## config.mk

```make
export PLATFORM = sky130hd
export DESIGN_NAME = vx_task_dispatcher
export DESIGN_NICKNAME = d
export VERILOG_FILES = /design/src/rtl/vx_task_pkg.sv /design/src/rtl/vx_grid_counter.sv /design/src/rtl/vx_task_dispatcher.sv
export SDC_FILE = /design/constraint.sdc
export NUM_CORES = 1
export LEC_CHECK = 0
export CORE_UTILIZATION = 37
export DETAILED_ROUTE_END_ITERATION = 10
export REMOVE_ABC_BUFFERS = 1
export SLEW_MARGIN = 15
export SYNTH_ARGS = -nofsm -noshare
export SYNTH_HDL_FRONTEND = slang
export SYNTH_SLANG_ARGS = --single-unit
export TNS_END_PERCENT = 20
```

## constraint.sdc

```tcl
create_clock -name clk -period 6.2 [get_ports clk]
set_input_delay 0.93 -clock clk [delete_from_list [all_inputs] [get_ports clk]]
set_output_delay 0.93 -clock clk [all_outputs]
set_load 0.05 [all_outputs]
```

## src/rtl/vx_task_pkg.sv

```systemverilog
// Shared definitions for the kernel task dispatcher.
//   - DCR register offsets for the launch registers
//   - task_state_e : dispatcher FSM states
//   - task_desc_t  : one task descriptor as seen by a core (pc, arg, block coordinates)
package vx_task_pkg;

  localparam int unsigned VX_TASK_DIM_W = 16;

  localparam logic [11:0] VX_DCR_TASK_PC     = 12'h010;
  localparam logic [11:0] VX_DCR_TASK_ARG    = 12'h011;
  localparam logic [11:0] VX_DCR_TASK_GRID_X = 12'h012;
  localparam logic [11:0] VX_DCR_TASK_GRID_Y = 12'h013;
  localparam logic [11:0] VX_DCR_TASK_GRID_Z = 12'h014;
  localparam logic [11:0] VX_DCR_TASK_START  = 12'h015;

  typedef enum logic [1:0] {
    IDLE     = 2'd0,
    DISPATCH = 2'd1,
    DRAIN    = 2'd2
  } task_state_e;

  typedef struct packed {
    logic [31:0]              pc;
    logic [31:0]              arg;
    logic [VX_TASK_DIM_W-1:0] bx;
    logic [VX_TASK_DIM_W-1:0] by;
    logic [VX_TASK_DIM_W-1:0] bz;
  } task_desc_t;

endpackage

```

## src/rtl/vx_grid_counter.sv

```systemverilog
// 3-D nested block counter, x fastest, then y, then z.
// Ports:
//   clk, reset          : clock, synchronous active-high reset
//   clear               : return coordinates to (0,0,0)
//   advance             : step to the next block (wraps at grid limits)
//   grid_x/y/z          : grid dimensions (must be non-zero while counting)
//   bx/by/bz            : current block coordinates
//   last                : current block is (grid_x-1, grid_y-1, grid_z-1)
module vx_grid_counter #(
  parameter int DIM_WIDTH = 16
) (
  input  logic                 clk,
  input  logic                 reset,
  input  logic                 clear,
  input  logic                 advance,
  input  logic [DIM_WIDTH-1:0] grid_x,
  input  logic [DIM_WIDTH-1:0] grid_y,
  input  logic [DIM_WIDTH-1:0] grid_z,
  output logic [DIM_WIDTH-1:0] bx,
  output logic [DIM_WIDTH-1:0] by,
  output logic [DIM_WIDTH-1:0] bz,
  output logic                 last
);
  logic [DIM_WIDTH-1:0] bx_reg, by_reg, bz_reg;
  logic x_last, y_last, z_last;

  assign x_last = (bx_reg == grid_x - DIM_WIDTH'(1));
  assign y_last = (by_reg == grid_y - DIM_WIDTH'(1));
  assign z_last = (bz_reg == grid_z - DIM_WIDTH'(1));
  assign last   = x_last & y_last & z_last;

  always_ff @(posedge clk) begin
    if (reset || clear) begin
      bx_reg <= '0;
      by_reg <= '0;
      bz_reg <= '0;
    end else if (advance) begin
      if (!x_last) begin
        bx_reg <= bx_reg + DIM_WIDTH'(1);
      end else begin
        bx_reg <= '0;
        if (!y_last) begin
          by_reg <= by_reg + DIM_WIDTH'(1);
        end else begin
          by_reg <= '0;
          bz_reg <= z_last ? '0 : bz_reg + DIM_WIDTH'(1);
        end
      end
    end
  end

  assign bx = bx_reg;
  assign by = by_reg;
  assign bz = bz_reg;

endmodule

```

## src/rtl/vx_task_dispatcher.sv

```systemverilog
// Kernel launch front-end: latches PC/ARG/grid from DCR writes, launches on a
// START write, offers one block per handshake to the cores in round-robin
// order and tracks outstanding blocks until all cores report completion.
// Ports:
//   clk, reset                    : clock, synchronous active-high reset
//   dcr_wr_valid/addr/data        : host DCR write bus (ignored while busy)
//   task_valid / task_ready       : one-hot per-core task offer / accept
//   task_pc, task_arg             : latched kernel PC and argument pointer
//   task_bx/by/bz                 : coordinates of the offered block
//   task_done                     : per-core block-completion pulses
//   start                         : one-cycle pulse for an accepted START write
//   busy                          : kernel in flight (state != IDLE)
module vx_task_dispatcher
  import vx_task_pkg::*;
#(
  parameter int NUM_CORES      = 4,
  parameter int DCR_ADDR_WIDTH = 12,
  parameter int DCR_DATA_WIDTH = 32,
  parameter int DIM_WIDTH      = 16,
  parameter int OUTS_WIDTH     = 32
) (
  input  logic                      clk,
  input  logic                      reset,
  input  logic                      dcr_wr_valid,
  input  logic [DCR_ADDR_WIDTH-1:0] dcr_wr_addr,
  input  logic [DCR_DATA_WIDTH-1:0] dcr_wr_data,
  output logic [NUM_CORES-1:0]      task_valid,
  input  logic [NUM_CORES-1:0]      task_ready,
  output logic [31:0]               task_pc,
  output logic [31:0]               task_arg,
  output logic [DIM_WIDTH-1:0]      task_bx,
  output logic [DIM_WIDTH-1:0]      task_by,
  output logic [DIM_WIDTH-1:0]      task_bz,
  input  logic [NUM_CORES-1:0]      task_done,
  output logic                      start,
  output logic                      busy
);
  localparam int PTR_W = (NUM_CORES > 1) ? $clog2(NUM_CORES) : 1;
  localparam int CNT_W = $clog2(NUM_CORES + 1);

  logic [31:0]            pc_reg, arg_reg;
  logic [DIM_WIDTH-1:0]   grid_x_reg, grid_y_reg, grid_z_reg;
  task_state_e            state_reg, state_next;
  logic [PTR_W-1:0]       rr_ptr_reg, rr_ptr_next, rr_ptr_inc;
  logic [NUM_CORES-1:0]   task_valid_reg, task_valid_next;
  logic                   start_reg, busy_reg;
  logic [OUTS_WIDTH-1:0]  outstanding_reg, outstanding_next;

  logic wr_en, start_wr, grid_ok, launch, fire, last;
  logic [DIM_WIDTH-1:0] bx, by, bz;

  // Writes are dropped while busy, including START.
  assign wr_en    = dcr_wr_valid & ~busy_reg;
  assign start_wr = wr_en & (dcr_wr_addr == DCR_ADDR_WIDTH'(VX_DCR_TASK_START));
  assign grid_ok  = (grid_x_reg != '0) & (grid_y_reg != '0) & (grid_z_reg != '0);
  assign launch   = start_wr & grid_ok;
  // task_valid is one-hot, so any matching bit is the handshake.
  assign fire     = |(task_valid_reg & task_ready);

  always_ff @(posedge clk) begin
    if (reset) begin
      pc_reg     <= '0;
      arg_reg    <= '0;
      grid_x_reg <= '0;
      grid_y_reg <= '0;
      grid_z_reg <= '0;
    end else if (wr_en) begin
      if (dcr_wr_addr == DCR_ADDR_WIDTH'(VX_DCR_TASK_PC))     pc_reg     <= 32'(dcr_wr_data);
      if (dcr_wr_addr == DCR_ADDR_WIDTH'(VX_DCR_TASK_ARG))    arg_reg    <= 32'(dcr_wr_data);
      if (dcr_wr_addr == DCR_ADDR_WIDTH'(VX_DCR_TASK_GRID_X)) grid_x_reg <= DIM_WIDTH'(dcr_wr_data);
      if (dcr_wr_addr == DCR_ADDR_WIDTH'(VX_DCR_TASK_GRID_Y)) grid_y_reg <= DIM_WIDTH'(dcr_wr_data);
      if (dcr_wr_addr == DCR_ADDR_WIDTH'(VX_DCR_TASK_GRID_Z)) grid_z_reg <= DIM_WIDTH'(dcr_wr_data);
    end
  end

  vx_grid_counter #(
    .DIM_WIDTH (DIM_WIDTH)
  ) grid_counter (
    .clk     (clk),
    .reset   (reset),
    .clear   (launch),
    .advance (fire),
    .grid_x  (grid_x_reg),
    .grid_y  (grid_y_reg),
    .grid_z  (grid_z_reg),
    .bx      (bx),
    .by      (by),
    .bz      (bz),
    .last    (last)
  );

  // Completion count: zero-extend each done bit, then sum.
  logic [CNT_W-1:0] done_bit [NUM_CORES];
  logic [CNT_W-1:0] done_cnt;
  logic [OUTS_WIDTH-1:0] outs_inc, done_ext;
  logic underflow;

  generate
    for (genvar gi = 0; gi < NUM_CORES; gi++) begin : g_done
      assign done_bit[gi] = {{(CNT_W-1){1'b0}}, task_done[gi]};
    end
  endgenerate

  always_comb begin
    done_cnt = '0;
    for (int i = 0; i < NUM_CORES; i++) begin
      done_cnt = done_cnt + done_bit[i];
    end
    outs_inc         = outstanding_reg + {{(OUTS_WIDTH-1){1'b0}}, fire};
    done_ext         = {{(OUTS_WIDTH-CNT_W){1'b0}}, done_cnt};
    underflow        = (outs_inc < done_ext);
    outstanding_next = underflow ? '0 : outs_inc - done_ext;
  end

  assign rr_ptr_inc = (rr_ptr_reg == PTR_W'(NUM_CORES - 1)) ? '0 : rr_ptr_reg + PTR_W'(1);

  always_comb begin
    state_next      = state_reg;
    rr_ptr_next     = rr_ptr_reg;
    task_valid_next = task_valid_reg;
    if (fire) rr_ptr_next = rr_ptr_inc;
    case (state_reg)
      IDLE: begin
        if (launch) begin
          state_next      = DISPATCH;
          rr_ptr_next     = '0;
          task_valid_next = NUM_CORES'(1);
        end
      end
      DISPATCH: begin
        if (fire) begin
          if (last) begin
            state_next      = DRAIN;
            task_valid_next = '0;
          end else begin
            task_valid_next = NUM_CORES'(1) << rr_ptr_inc;
          end
        end
      end
      DRAIN: begin
        // Leaving on the cycle the final completion arrives keeps busy
        // dropping one cycle after the last task_done pulse.
        if (outstanding_next == '0) state_next = IDLE;
      end
      default: state_next = IDLE;
    endcase
  end

  always_ff @(posedge clk) begin
    if (reset) begin
      state_reg       <= IDLE;
      rr_ptr_reg      <= '0;
      task_valid_reg  <= '0;
      start_reg       <= 1'b0;
      busy_reg        <= 1'b0;
      outstanding_reg <= '0;
    end else begin
      state_reg       <= state_next;
      rr_ptr_reg      <= rr_ptr_next;
      task_valid_reg  <= task_valid_next;
      start_reg       <= start_wr;
      busy_reg        <= (state_next != IDLE);
      outstanding_reg <= outstanding_next;
    end
  end

`ifndef SYNTHESIS
  // A completion with nothing outstanding means a core misbehaved.
  always_ff @(posedge clk) begin
    if (!reset) begin
      assert (!underflow);
    end
  end
`endif

  assign task_valid = task_valid_reg;
  assign task_pc    = pc_reg;
  assign task_arg   = arg_reg;
  assign task_bx    = bx;
  assign task_by    = by;
  assign task_bz    = bz;
  assign start      = start_reg;
  assign busy       = busy_reg;

endmodule

```

==> results list <==
- RSZ-0062 raised after global routing: false
- Timing would allow up to 0.193 GHz.
- In the final routed layout, each cell accounts on average for between 15 and 20 microns.
- Leaving out fill and tap cells, the most frequent cell in the layout is sky130_fd_sc_hd__nand2_1.
- Post-CTS Setup Inserts: 0
- Startpoint Class: input pin
- Each instance of the synthesized netlist takes up on average 7.90 sq um.
- During synthesis, Yosys emitted a total of 0 warnings.
- Synthesized-area fraction occupied by adder cells: 0.0275
- Remaining antenna violation count after routing: 0
* Number of enable-type register cells in the synthesized netlist: 0
* Residual DRC count: 0
- Dominant synthesized flop cell: sky130_fd_sc_hd__dfxtp_1
- Leakage power: 4.77 nW
* Required arrival time at the worst endpoint: roughly 6.6 ns
- Resize count post-CTS: 0
- Dividing the detail-routed via count by the number of cells gives ~5.3.
- After routing the design area is 13800 sq um.
- Area of the mapped netlist: between 10000 and 15000 sq um
* P per Cell Area: 292 nW/um^2
- The setup path with the least slack is of type in2reg.
* Top-Level Pins: 173
* Post-CTS Hold Fix Bufs: 0
- Run status: finished clean
- In the final layout, the share of cells above drive strength 1 is 0.0515.
- Critical-path maximum fanout: 10
- Number of buffers inserted by port buffering: 172
- The repair_antennas step left the layout with diodes totalling 0.
- Portion of the post-synthesis area used by sequential elements: 0.368
- Initial antenna violation count: 0
- DR iter-0 viols: 646
* Post-route fraction of the period consumed by the critical path: 0.837
* Endpoints failing hold: 0
- The clock arrives with 0.0276 ns of skew.
- Remaining max-slew budget at the tightest pin: 0.300
* Final wirelength: 32600 microns
* Worst Max-Slew Pin Slew: 1.05 ns
- Number of unique standard cell types used by synthesis: 85
- TritonCTS built the clock tree.
- Total overflow reported by the global router: 0
- Synthesis produced a netlist whose cell count is 1393.
* Synth async-reset ratio: 0
- Synth Area in XOR/XNOR: 0.115
- Simple-gate area share of the yosys netlist: 0.301
- Clock latency on the worst-skew pair, taken at its later pin, is roughly 0.53 ns.
- Starting Density: 0.379
* HPWL Detailed: 23900 microns
- Fraction of the core area covered by cells at the end of the flow: 0.475
- The number of global-route vias before repair came to 9507.
- Total global-route track usage: 0.209
* Overall die width: roughly 170 microns
- The worst path meets setup with 1.01 ns of slack.
- The first global-routing pass estimated ~52000 microns of wire.
* Area after DPL: 13100 sq um
- Crit path capture type: flip-flop
* Core footprint: between 20000 and 30000 sq um
- Detailed Routing Iterations Pass 1: 8
- Compared with the post-synthesis result, the final layout area differs by 25.3%.
- In the layout the commonest cells are sky130_fd_sc_hd__nand2_1, sky130_fd_sc_hd__dfxtp_1, sky130_fd_sc_hd__clkdlybuf4s50_1.
- The tree built by TritonCTS fans out to 202 sinks.
- Complex-gate fraction of the synthesized area: 0.132
- Routability cong.: between 0.8 and 0.9
- Along the worst hold path, the cell count comes to 2.
* Maximum clock path buffer count: 3
* Final instance count without filler cells: 1936
- The die covers 30400 sq um.
- The final max-slew violation count came to 0.
- Nets: 1616
* Cells after DPL: 1896
- Overall die height: between 150 and 200 microns
* Multiplexer share of the synthesized area: 0.0219
* Type of the tightest min-delay check: reg2reg
- In this run, synthesis produced a sequential element count of 202.
- Largest net degree at the start of global routing: 70
- Arrival @ worst endpoint: 5.59 ns
* Total via count in the routed design: 10.3k
- Counting cells, the worst reg-to-reg path comes to 15.
- The floorplan has 62 rows.
- Number of setup violations in the final report: 0
- Setup TNS after final layout: 0 ns
- For the finished layout, the period the worst path requires is 5.19 ns.
- Maximum level of the CTS H-tree: 1
- Worst setup timing slack at the placement stage: 0.480 ns
- Clock transition at the registers of the reported paths: around 0.060 ns
- The worst-case IR drop observed on VDD is 0.252 mV.
- Largest family of logic cells by synthesized area: simple AND/OR/NAND/NOR gates
* TritonCTS Buffers: 24
* Max-capacitance violation count: 0
- The tree is rooted in a sky130_fd_sc_hd__clkbuf_16.
routing by layer:
| metal | vias to the layer above | track usage | routed length [microns] |
|---|---|---|---|
| li1 | 5156 | - | - |
| met1 | 4877 | 0.270 | 14500 |
| met2 | 262 | 0.362 | 16000 |
| met3 | 51 | 0.0269 | 1490 |
| met4 | 0 | 0.0596 | 714 |
| met5 | - | 0 | 0 |
synth_stat cells, types with 3 or more instances:
library cell	n	area share
sky130_fd_sc_hd__a21boi_0	5	0.0034
sky130_fd_sc_hd__dfxtp_1	202	0.37
sky130_fd_sc_hd__buf_2	9	0.0041
sky130_fd_sc_hd__inv_1	29	0.0099
sky130_fd_sc_hd__xnor2_1	88	0.070
sky130_fd_sc_hd__a22oi_1	8	0.0055
sky130_fd_sc_hd__nand4_2	3	0.0034
sky130_fd_sc_hd__o21ai_0	26	0.012
sky130_fd_sc_hd__mux2i_1	23	0.021
sky130_fd_sc_hd__nor2_1	137	0.047
sky130_fd_sc_hd__or2_2	6	0.0034
sky130_fd_sc_hd__nand3_1	41	0.019
sky130_fd_sc_hd__a21oi_1	121	0.055
sky130_fd_sc_hd__a211oi_1	6	0.0041
sky130_fd_sc_hd__a21o_1	5	0.0034
sky130_fd_sc_hd__nand2b_1	11	0.0063
sky130_fd_sc_hd__a31oi_1	7	0.0040
sky130_fd_sc_hd__o211ai_1	8	0.0055
sky130_fd_sc_hd__nor2b_1	11	0.0063
sky130_fd_sc_hd__clkbuf_1	51	0.017
sky130_fd_sc_hd__nor4_1	26	0.015
sky130_fd_sc_hd__o31ai_1	4	0.0027
sky130_fd_sc_hd__and3b_1	3	0.0024
sky130_fd_sc_hd__and3_1	15	0.0085
sky130_fd_sc_hd__ha_1	21	0.024
sky130_fd_sc_hd__o31a_1	3	0.0024
sky130_fd_sc_hd__o41ai_1	4	0.0032
sky130_fd_sc_hd__or4_1	21	0.014
sky130_fd_sc_hd__and2_1	12	0.0068
sky130_fd_sc_hd__nor3b_1	6	0.0041
sky130_fd_sc_hd__nand3_2	3	0.0027
sky130_fd_sc_hd__nand4_1	38	0.022
sky130_fd_sc_hd__buf_1	5	0.0017
sky130_fd_sc_hd__a41oi_1	4	0.0032
sky130_fd_sc_hd__and4_1	9	0.0072
sky130_fd_sc_hd__nor3_1	37	0.017
sky130_fd_sc_hd__nand4b_1	5	0.0040
sky130_fd_sc_hd__or3_1	12	0.0068
sky130_fd_sc_hd__nand3b_1	7	0.0048
sky130_fd_sc_hd__xor2_1	56	0.045
sky130_fd_sc_hd__nand2_1	251	0.086
cell type report:
cell class              instances  area, sq um
clock buffers                  35          672
clock inverters                 5         63.8
fillers                      2855        15200
inverters                      30          113
multi-input cells            1093         6580
flip-flops and latches        202         4040
well taps                     384          480
repair buffers                187         1830
worst max-delay path, cell delays in order:
cell and delay [ns]:
sky130_fd_sc_hd__clkdlybuf4s50_1 0.46, sky130_fd_sc_hd__a22oi_1 0.07, sky130_fd_sc_hd__and2_1 0.23, sky130_fd_sc_hd__inv_2 0.08
sky130_fd_sc_hd__ha_1 0.29, sky130_fd_sc_hd__ha_1 0.36, sky130_fd_sc_hd__and4_1 0.46, sky130_fd_sc_hd__nand3_4 0.19
sky130_fd_sc_hd__o31ai_4 0.33, sky130_fd_sc_hd__nand4_2 0.18, sky130_fd_sc_hd__or4_1 0.69, sky130_fd_sc_hd__nor4_2 0.33
sky130_fd_sc_hd__o21bai_1 0.09, sky130_fd_sc_hd__or4_1 0.54, sky130_fd_sc_hd__o31ai_2 0.25, sky130_fd_sc_hd__o41ai_1 0.10
per-stage QoR:
stage,power (mW),hold WS (ns)
floorplan,2.34,0.449
global placement,2.70,0.442
detailed placement,2.69,0.446
CTS,4.04,0.453
global route,4.23,0.469
finish,4.02,0.451
cell families after synthesis:
family | count (synthesis)
xor+xnor | 144
mux | 24
buf+inv | 98
flops | 202
fa+ha+maj | 23
simple gates | 670
compound gates | 232
power breakdown:
group | internal [mW] | switching, mW | total [mW]
clock | 0.788 | 0.548 | 1.34
sequential | 1.39 | 0.158 | 1.54
combinational | 0.475 | 0.663 | 1.14
worst paths after layout:
check	startpoint	to	slack, ns
setup reg to reg	task_valid[1]	state_reg[1]	1.41
hold reg to reg	task_pc[25]	task_pc[25]	0.45
setup / recovery	task_ready[1]	state_reg[1]	1.01
hold / removal	task_pc[25]	task_pc[25]	0.45
No activity file was read; power rests on OpenSTA's default activity.
